<file path="src/rtl/tile_reset_pkg.sv">
// Shared types and register offsets for the per-tile reset controller.
package tile_reset_pkg;

  // Per-tile reset sequencing states
  typedef enum logic [1:0] {
    RUN    = 2'd0,
    HOLD   = 2'd1,
    PARKED = 2'd2
  } tile_state_e;

  // Byte offsets of the register map
  localparam int unsigned CTRL_BASE  = 32'h000;
  localparam int unsigned STATUS_OFF = 32'h100;
  localparam int unsigned PULSE_OFF  = 32'h108;
  localparam int unsigned BUSY_OFF   = 32'h110;

endpackage

</file>
<file path="src/rtl/tile_reset_fsm.sv">
// One tile's reset sequencer: guarantees HOLD_CYCLES of reset, then parks or runs.
module tile_reset_fsm
  import tile_reset_pkg::*;
#(
  parameter int HOLD_CYCLES = 16
) (
  input  logic clock,
  input  logic reset_n,
  input  logic ctrl,
  input  logic pulse,
  output logic tile_reset,
  output logic busy
);

  localparam int CNT_W = $clog2(HOLD_CYCLES + 1);
  localparam logic [CNT_W-1:0] CNT_LAST = CNT_W'(HOLD_CYCLES - 1);

  tile_state_e state_q, state_d;
  logic [CNT_W-1:0] cnt_q, cnt_d;

  // State, hold counter and registered reset output; reset restarts a full hold
  always_ff @(posedge clock or negedge reset_n) begin
    if (!reset_n) begin
      state_q    <= HOLD;
      cnt_q      <= '0;
      tile_reset <= 1'b1;
    end else begin
      state_q    <= state_d;
      cnt_q      <= cnt_d;
      tile_reset <= (state_d != RUN);
    end
  end

  // Next state: pulses restart the hold, ctrl only picks where the hold exits to
  always_comb begin
    state_d = state_q;
    cnt_d   = cnt_q;
    case (state_q)
      RUN: begin
        if (pulse || ctrl) begin
          state_d = HOLD;
          cnt_d   = '0;
        end
      end
      HOLD: begin
        if (pulse) begin
          cnt_d = '0;
        end else if (cnt_q == CNT_LAST) begin
          state_d = ctrl ? PARKED : RUN;
          cnt_d   = '0;
        end else begin
          cnt_d = cnt_q + CNT_W'(1);
        end
      end
      PARKED: begin
        if (!ctrl) begin
          state_d = RUN;
        end
      end
      default: begin
        state_d = HOLD;
        cnt_d   = '0;
      end
    endcase
  end

  assign busy = (state_q == HOLD);

endmodule

</file>
<file path="src/rtl/tile_reset_seq_ctrl.sv">
// Register-mapped per-tile reset controller with a single-beat request/response port.
module tile_reset_seq_ctrl
  import tile_reset_pkg::*;
#(
  parameter int                 N_TILES     = 6,
  parameter int                 HOLD_CYCLES = 16,
  parameter logic [N_TILES-1:0] RESET_INIT  = {N_TILES{1'b1}},
  parameter int                 ADDR_W      = 12,
  parameter int                 SRC_W       = 12
) (
  input  logic               clock,
  input  logic               reset_n,
  input  logic               req_valid,
  output logic               req_ready,
  input  logic               req_write,
  input  logic [ADDR_W-1:0]  req_addr,
  input  logic [63:0]        req_wdata,
  input  logic [7:0]         req_wmask,
  input  logic [SRC_W-1:0]   req_source,
  output logic               rsp_valid,
  input  logic               rsp_ready,
  output logic [63:0]        rsp_data,
  output logic [SRC_W-1:0]   rsp_source,
  output logic               rsp_denied,
  output logic [N_TILES-1:0] tile_reset
);

  localparam int WORD_W       = ADDR_W - 3;
  localparam int N_CTRL_WORDS = (N_TILES + 1) / 2;
  localparam logic [WORD_W-1:0] CTRL_WORD0  = WORD_W'(CTRL_BASE >> 3);
  localparam logic [WORD_W-1:0] STATUS_WORD = WORD_W'(STATUS_OFF >> 3);
  localparam logic [WORD_W-1:0] PULSE_WORD  = WORD_W'(PULSE_OFF >> 3);
  localparam logic [WORD_W-1:0] BUSY_WORD   = WORD_W'(BUSY_OFF >> 3);

  logic [WORD_W-1:0]  word_idx;
  logic [WORD_W-1:0]  ctrl_word;
  logic               accept;
  logic               hit_ctrl, hit_status, hit_pulse, hit_busy, hit_any;
  logic [N_TILES-1:0] ctrl_q, ctrl_d, pulse, tile_busy;
  logic [63:0]        rd_data;
  logic               unused_bits;

  assign word_idx   = req_addr[ADDR_W-1:3];
  assign ctrl_word  = word_idx - CTRL_WORD0;
  assign hit_ctrl   = (word_idx >= CTRL_WORD0) && (ctrl_word < WORD_W'(N_CTRL_WORDS));
  assign hit_status = (word_idx == STATUS_WORD);
  assign hit_pulse  = (word_idx == PULSE_WORD);
  assign hit_busy   = (word_idx == BUSY_WORD);
  assign hit_any    = hit_ctrl | hit_status | hit_pulse | hit_busy;
  assign req_ready  = !rsp_valid || rsp_ready;
  assign accept     = req_valid && req_ready;
  assign unused_bits = ^{req_addr[2:0], req_wdata, req_wmask};

  // Next CTRL value; fed straight to the tiles so a write acts on its accept edge
  always_comb begin
    ctrl_d = ctrl_q;
    if (accept && req_write && hit_ctrl) begin
      for (int i = 0; i < N_TILES; i++) begin
        if (ctrl_word == WORD_W'(i / 2) && req_wmask[(i % 2) * 4]) begin
          ctrl_d[i] = req_wdata[(i % 2) * 32];
        end
      end
    end
  end

  // Self-clearing pulse triggers, one per tile, gated by the byte mask
  always_comb begin
    pulse = '0;
    for (int i = 0; i < N_TILES; i++) begin
      pulse[i] = accept && req_write && hit_pulse && req_wdata[i] && req_wmask[i / 8];
    end
  end

  // Read mux over the pre-update register state
  always_comb begin
    rd_data = '0;
    if (hit_ctrl) begin
      for (int i = 0; i < N_TILES; i++) begin
        if (ctrl_word == WORD_W'(i / 2)) begin
          rd_data[(i % 2) * 32] = ctrl_q[i];
        end
      end
    end else if (hit_status) begin
      rd_data[N_TILES-1:0] = tile_reset;
    end else if (hit_busy) begin
      rd_data[N_TILES-1:0] = tile_busy;
    end
  end

  // Sticky CTRL bits
  always_ff @(posedge clock or negedge reset_n) begin
    if (!reset_n) begin
      ctrl_q <= RESET_INIT;
    end else begin
      ctrl_q <= ctrl_d;
    end
  end

  // One-entry response buffer, held until the consumer takes it
  always_ff @(posedge clock or negedge reset_n) begin
    if (!reset_n) begin
      rsp_valid  <= 1'b0;
      rsp_data   <= '0;
      rsp_source <= '0;
      rsp_denied <= 1'b0;
    end else if (accept) begin
      rsp_valid  <= 1'b1;
      rsp_data   <= req_write ? 64'd0 : rd_data;
      rsp_source <= req_source;
      rsp_denied <= !hit_any;
    end else if (rsp_ready) begin
      rsp_valid <= 1'b0;
    end
  end

  for (genvar g = 0; g < N_TILES; g++) begin : g_tile
    tile_reset_fsm #(
      .HOLD_CYCLES(HOLD_CYCLES)
    ) u_fsm (
      .clock      (clock),
      .reset_n    (reset_n),
      .ctrl       (ctrl_d[g]),
      .pulse      (pulse[g]),
      .tile_reset (tile_reset[g]),
      .busy       (tile_busy[g])
    );
  end

endmodule
</file>
<file path="config.mk">
export PLATFORM = sky130hd
export DESIGN_NAME = tile_reset_seq_ctrl
export DESIGN_NICKNAME = d
export VERILOG_FILES = /design/src/rtl/tile_reset_pkg.sv /design/src/rtl/tile_reset_fsm.sv /design/src/rtl/tile_reset_seq_ctrl.sv
export SDC_FILE = /design/constraint.sdc
export NUM_CORES = 1
export LEC_CHECK = 0
export ABC_AREA = 1
export ABC_CLOCK_PERIOD_IN_PS = 1600
export CAP_MARGIN = 20
export CORE_MARGIN = 2
export CORE_UTILIZATION = 43
export CTS_BUF_LIST = sky130_fd_sc_hd__clkbuf_16
export DETAILED_ROUTE_END_ITERATION = 12
export PLACE_DENSITY = 0.88
export SYNTH_ARGS = -nofsm -noshare
export SYNTH_HDL_FRONTEND = slang
export SYNTH_SLANG_ARGS = --single-unit
export TNS_END_PERCENT = 100
</file>
<file path="constraint.sdc">
create_clock -name clock -period 1.6 [get_ports clock]
set_input_delay 0.32 -clock clock [delete_from_list [all_inputs] [get_ports clock]]
set_output_delay 0.32 -clock clock [all_outputs]
set_load 0.01 [all_outputs]
</file>
==> results of run 1 <==
==> logic make-up after synthesis <==
| group | count (synthesis) | synth area share, % |
|---|---|---|
| other | 1 | 0.0874 |
| AO/OA/AOI/OAI | 22 | 3.09 |
| buffers and inverters | 123 | 16.4 |
| XOR/XNOR | 9 | 1.84 |
| adder cells (fa/ha/maj) | 6 | 1.75 |
| AND/OR/NAND/NOR | 299 | 32.5 |
| flip-flops | 75 | 44.3 |
==> routing by layer <==
layer / GRT usage [%] / routed length [um]
met5: 0 / 0
met3: 4.70 / 918
met1: 21.8 / 4170
met4: 9.65 / 581
met2: 34.1 / 6020
==> placed cells by master, fill, tap and decap left out, types with 4 or more instances in the layout <==
cell type and n:
nand2_1 134, o21ai_0 5, dfstp_2 18, nand3_4 10, inv_2 8, buf_12 6
nand2_4 6, xnor2_1 5, a21oi_1 8, nand4_1 22, ha_1 5, dfrtp_1 57
nor2_1 19, nor2_2 4, dlymetal6s2s_1 4, buf_6 4, dlygate4sd2_1 15, nand3_1 40
conb_1 57, xor2_1 4, clkbuf_16 9, clkdlybuf4s50_1 40, buf_4 39, inv_1 49
nor2_4 8, nand2_2 46
==> flip-flops by register name (all words and copies together), names as in the netlist <==
| register | cells |
|---|---|
| g_tile.u_fsm.tile_reset | 6 |
| g_tile.u_fsm.cnt_q | 30 |
| rsp_source | 12 |
| rsp_data | 7 |
| ctrl_q | 6 |
| rsp_valid | 1 |
| g_tile.u_fsm.state_q | 12 |
| rsp_denied | 1 |
==> metrics by stage <==
stage	total power [W]	setup WS (ps)
floorplan	0.00411	126
global placement	0.00450	-401
detailed placement	0.00469	-486
CTS	0.00665	-6.57
global route	0.00727	-139
finish	0.00688	-66.6
==> power breakdown <==
group | switching (W) | internal, W
Clock | 0.000778 | 0.00119
Sequential | 0.000401 | 0.00236
Combinational | 0.00118 | 0.000965
==> cell type report <==
cell class / count / area, sq um / area share [%]
multi-input cells: 393 / 2150 / 37.0
flip-flops and latches: 75 / 1900 / 32.7
repair buffers: 113 / 1100 / 19.0
clock buffers: 9 / 225 / 3.87
inverters: 56 / 210 / 3.61
well taps: 133 / 166 / 2.86
clock inverters: 7 / 60.1 / 1.03
==> worst max path at each step <==
stage | depth (start not counted) | endpoint
2_1_floorplan | 10 | g_tile[0].u_fsm.cnt_q[0]
3_3_place_gp | 11 | g_tile[2].u_fsm.cnt_q[3]
3_5_place_dp | 11 | g_tile[5].u_fsm.cnt_q[4]
4_1_cts | 10 | g_tile[1].u_fsm.cnt_q[2]
5_1_grt | 11 | g_tile[2].u_fsm.cnt_q[4]
6_report | 11 | g_tile[2].u_fsm.cnt_q[4]
==> repair_timing <==
action | in CTS | in global routing
endpoints found under the setup margin | 51 | 53
hold buffers | 1 | 0
gates cloned | 1 | 0
buffers inserted | 5 | 9
resized for setup | 26 | 79
hold endpoints to repair | 20 | 0
pin swaps | 16 | 30
==> worst register-to-register path, delay by kind of cell (launching register included) <==
kind | cells | cell delay (ps)
buffers and inverters | 2 | 200
flip-flops | 1 | 390
AND/OR/NAND/NOR | 9 | 950
==> reports/metrics.csv, run 1 <==
stage;metric;value;unit
yosys;Synth top area share;33.2;%
final_layout;final net count;755;
critical_path;element type at the critical path start;flop;
critical_path;CP required;1820;ps
pwr;Max IR drop VDD;0.601;mV
clock_network;clk_lat worst skew;340;ps
floorplan;die width;104;um
routing;vias per cell;5.11;
routing;Post-Route WL;11700;um
critical_path;RR Endpoint;g_tile[2].u_fsm.cnt_q[4];
clock_network;H-tree depth;3;
placed_design;GP Congestion;0.913;
global_routing;first-pass GRT wire length;16900;um
floorplan;die height;104;um
critical_path;most used cell, CP;nand2_2;
timing;min Tclk post-route;1670;ps
clock_network;root buf cell;clkbuf_16;
final_layout;antenna fix cells;0;
clock_network;clk sinks;75;
critical_path;reg-to-reg startpoint;rsp_valid;
yosys;Syn Std Cell Area;0.00429;sq mm
routing;total DRC errors in the routed layout;0;
placed_design;dpl cells;754;
timing;part of the cycle the worst path needs;104;%
yosys;Post-synth top flop;dfrtp_1;
final_layout;layout cell share with drive strength beyond 1;26.8;%
final_layout;Finished Core Util;59.8;%
yosys;cell taking the most area after synthesis;dfrtp_1;
critical_path;crit end category;flop;
critical_path;crit path kind;flop to flop;
job;maxcap violations;0;
global_routing;initial antenna violation count;0;
outcome;failing checks;negative setup slack;
critical_path;slowest stage delay, CP;390;ps
yosys;Synth area leaders;dfrtp_1 (33%), nand2_1 (15%), dfstp_2 (11%);
yosys;Seq/Total Area, Yosys;44.3;%
global_routing;vias in the first global route;3731;
timing;setup slack after layout;-66.6;ps
critical_path;Max Fanout on Critical Path;5;
timing;setup_tns;-419;ps
routing;via count;4013;
final_layout;Fill cells;749;
timing;Hold WS;480;ps
outcome;status;finished, violations left;
final_layout;Final Non-Filler Cells;786;
timing;setup violators final;15;
yosys;most common cell in the netlist;nand2_1;
timing;RSZ-0062 raised after global routing;true;
critical_path;CP bufs+invs;2;
clock_network;TritonCTS buffer count;9;
placed_design;Detailed Place HPWL;7640;um
critical_path;Critical Path AT;1890;ps
critical_path;Critical Path, Cell by Cell;nand2_2 -> nand4_1 -> nor2_4 -> buf_6 -> nand3_4 -> nand2_2 -> inv_2 -> nand2_2 -> nand2_4 -> nand2_1 -> nand2_1;
yosys;Synth cell types;31;
critical_path;reg2reg path depth;11;
global_routing;GRT Total Usage;19.3;%
clock_network;CTS max path bufs;2;
yosys;Post-Syn Instances;535;
yosys;Synth async-reset ratio;100;%
min_path;endpoint of the worst hold path;rsp_source[1];
global_routing;GR Overflow Total;0;
routing;post-route ant nets;0;
critical_path;Crit path max-delay family;simple AND/OR/NAND/NOR gates;
timing;Clock Skew;4.18;ps
yosys;Ys Warns;0;
pwr;power per standard cell area;1180;mW/mm^2
yosys;EDFF count, synth;0;
timing;Hold Fails Final Rpt;0;
critical_path;crit path from;rsp_valid;
min_path;min-delay src;rsp_source[1];
min_path;HP Class;flop to flop;
floorplan;Initial Utilization;44.1;%
yosys;Yosys reg bits;75;
clock_network;clk slew on worst S/H paths;60;ps
final_layout;synth-to-layout area growth;35.5;%
timing;Final Max Slew Viols;0;
placed_design;number of I/O port buffers;62;
min_path;worst hold stages;2;
yosys;syn_area_per_cell;8.02;sq um
floorplan;DIE AREA;0.0108;sq mm
floorplan;core region area;0.00973;sq mm
global_routing;largest net degree at the start of global routing;50;
clock_network;TritonCTS clock tree;done;
final_layout;Design Area, Final;0.00582;sq mm
routing;first drt pass iteration count;5;
pwr;Leakage;2.98;nW
yosys;Commonest cells post-synth;nand2_1 (171), buf_4 (63), dfrtp_1 (57);
routing;DRT iter0 DRCs;256;
timing;Fmax;0.600;GHz
critical_path;CP max-delay cell;dfrtp_1;
floorplan;Std-Cell Rows;36;
floorplan;io pins;186;
placed_design;Post-DP Area;0.00509;sq mm
critical_path;R2R setup slack;-70;ps
routing;WL/cell;14.9;um
Power figures use the tool's default switching activity.
==> inputs of run 2 (changes only) <==
MAX_ROUTING_LAYER = met4   (was default)
==> reports/metrics.csv, run 2 (synthesis results as in run 1) <==
stage;metric;value;unit;change
clock_network;H-tree depth;3;;unchanged
min_path;HP Class;input port to async pin;;
pwr;Leakage;2.98;nW;+0.13%
pwr;Int Power;0.00452;W;about the same
global_routing;initial antenna violation count;0;;unchanged
critical_path;CP required;1830;ps;about the same
pwr;sw frac;34.0;%;-0.30 points
floorplan;Initial Utilization;44.1;%;unchanged
timing;Fmax;0.617;GHz;+2.8%
critical_path;crit path kind;flop to flop;;
global_routing;first-pass GRT wire length;16400;um;-2.7%
floorplan;die width;104;um;unchanged
final_layout;register with the highest flop count;g_tile.u_fsm.cnt_q;;
clock_network;root buf cell;clkbuf_16;;
final_layout;max FFs per register;30;;unchanged
clock_network;clk_lat worst skew;350;ps;about the same
placed_design;number of I/O port buffers;62;;unchanged
outcome;status;finished, violations left;;
routing;total DRC errors in the routed layout;0;;unchanged
global_routing;GR Overflow Total;0;;unchanged
pwr;power per standard cell area;1200;mW/mm^2;+1.7%
floorplan;die height;104;um;unchanged
job;maxcap violations;0;;unchanged
pwr;Net Sw Power;0.00233;W;-1.3%
final_layout;Largest regs;g_tile.u_fsm.cnt_q: 30 flops, g_tile.u_fsm.state_q: 12 flops, rsp_source: 12 flops;;
placed_design;GP Congestion;0.961;;+5.3%
routing;vias per cell;5.01;;-1.9%
global_routing;GRT Total Usage;19.4;%;+0.096 points
final_layout;most common cell after layout, fill and taps aside;nand2_1;;
clock_network;TritonCTS buffer count;9;;unchanged
timing;Hold WS;-12.1;ps;-492 ps
timing;min Tclk post-route;1620;ps;-45.9 ps
global_routing;vias in the first global route;3607;;-3.3%
critical_path;Max Fanout on Critical Path;3;;-2
timing;Clock Skew;10.1;ps;+5.93 ps
critical_path;Critical Path AT;1850;ps;-40 ps
timing;setup_tns;-69.6;ps;+349 ps
final_layout;Design Area, Final;0.00569;sq mm;-2.2%
routing;post-route ant nets;0;;unchanged
pwr;Max IR drop VDD;0.527;mV;-12%
final_layout;final net count;748;;-0.93%
critical_path;crit end category;flop;;
final_layout;layout cell share with drive strength beyond 1;24.5;%;-2.3 points
routing;via count;3901;;-2.8%
placed_design;Post-DP Area;0.00505;sq mm;-0.84%
final_layout;antenna fix cells;0;;unchanged
routing;WL/cell;14.1;um;-4.9%
floorplan;io pins;186;;unchanged
placed_design;Detailed Place HPWL;7470;um;-2.1%
timing;setup violators final;9;;-6
floorplan;core region area;0.00973;sq mm;unchanged
critical_path;element type at the critical path start;flop;;
final_layout;most frequent cells in the layout;nand2_1 (143), conb_1 (57), dfrtp_1 (57), inv_1 (50), nand3_1 (43);;
floorplan;DIE AREA;0.0108;sq mm;unchanged
routing;first drt pass iteration count;4;;-1
pwr;Reg power frac;40.4;%;+0.2 points
clock_network;cts-stage hold buffer count;0;;-1
clock_network;clk slew on worst S/H paths;60;ps;about the same
clock_network;clk sinks;75;;unchanged
placed_design;DP Worst Slack;-462;ps;+23.8 ps
pwr;clock network power share;28.5;%;about the same
timing;part of the cycle the worst path needs;101;%;-2.9 points
floorplan;Std-Cell Rows;36;;unchanged
outcome;failing checks;negative hold slack, negative setup slack;;
pwr;Comb pwr share;31.1;%;about the same
critical_path;Critical Path, Cell by Cell;nand2_2 -> nand4_1 -> nor2_4 -> buf_4 -> nand3_2 -> buf_4 -> buf_4 -> nand4_1 -> nand2_1;;
timing;Final Max Slew Viols;0;;unchanged
clock_network;CTS max path bufs;2;;unchanged
timing;setup slack after layout;-20.7;ps;+45.9 ps
critical_path;CP max-delay cell;dfrtp_1;;
timing;Hold Fails Final Rpt;7;;+7
critical_path;most used cell, CP;buf_4;;
timing;RSZ-0062 raised after global routing;true;;
routing;Post-Route WL;11000;um;-5.7%
clock_network;TritonCTS clock tree;done;;
final_layout;synth-to-layout area growth;32.6;%;
routing;DRT iter0 DRCs;243;;-5.1%
global_routing;largest net degree at the start of global routing;76;;+52%
critical_path;slowest stage delay, CP;390;ps;about the same
## run 2: changes by cell type in the layout (fill, tap and decap cells not counted), sizes merged, moves of 2 or more
cell          delta
buf              -7
clkinv           -2
dlymetal6s2s     +5
dlygate4sd2      -4
## run 2: what timing repair did
action | 4_1_cts | 5_1_grt
endpoints found under the setup margin | 53 | 53
pin swaps | 9 | 31
endpoints found under the hold margin | 0 | 0
setup buffers | 4 | 9
resized for setup | 21 | 71
cloned | 0 | 1
## run 2: worst max-delay path: cells and delay by family (launching register included)
| kind | cells | cell delay (ps) |
|---|---|---|
| DFF | 1 | 390 |
| and+or+nand+nor | 6 | 690 |
| buffers and inverters | 3 | 420 |
## run 2: cell type report
type | count | area [sq um]
fillers | 800 | 4040
multi-input cells | 393 | 2100
flip-flops and latches | 75 | 1900
repair buffers | 106 | 1020
clock buffers | 9 | 225
inverters | 56 | 213
well taps | 133 | 166
clock inverters | 7 | 61.3
## run 2: worst paths after layout
check / startpoint / endpoint / slack (ps) / cells after the start
hold reg to reg: rsp_source[9] / rsp_source[9] / 480 / 2
min in group clock: rsp_source[9] / rsp_source[9] / 480 / 2
setup / recovery: rsp_valid / g_tile[2].u_fsm.cnt_q[1] / -20 / 9
hold / removal: reset_n / g_tile[0].u_fsm.cnt_q[1] / -10 / 2
setup reg to reg: rsp_valid / g_tile[2].u_fsm.cnt_q[1] / -20 / 9
max in group asynchronous: reset_n / g_tile[3].u_fsm.tile_reset / 1240 / 2
## run 2: per-stage QoR
step                utilization [%]  power (W)  hold WS (ps)  std cells
detailed placement             51.9    0.00468           379        750
floorplan                         -    0.00411          24.4        591
global route                   58.5    0.00726          40.8        779
CTS                            55.3    0.00666          24.9        770
global placement               51.9    0.00449           378        750
finish                         58.5    0.00685         -12.1        779
## run 2: metal layers
metal	track usage (%)	vias to the layer above	part of all wire [%]
li1	-	1798	-
met1	21.2	1873	36
met2	33.6	187	53
met3	5.95	43	6.8
met4	6.95	0	3.8
met5	-	-	0
## run 2: power groups by stage
stage | clock network (W) | logic (W) | registers [W]
floorplan | 0 | 0.00142 | 0.00269
global placement | 0 | 0.00178 | 0.00271
detailed placement | 0 | 0.00193 | 0.00275
CTS | 0.00196 | 0.00197 | 0.00273
global route | 0.00206 | 0.00237 | 0.00283
finish | 0.00195 | 0.00213 | 0.00277
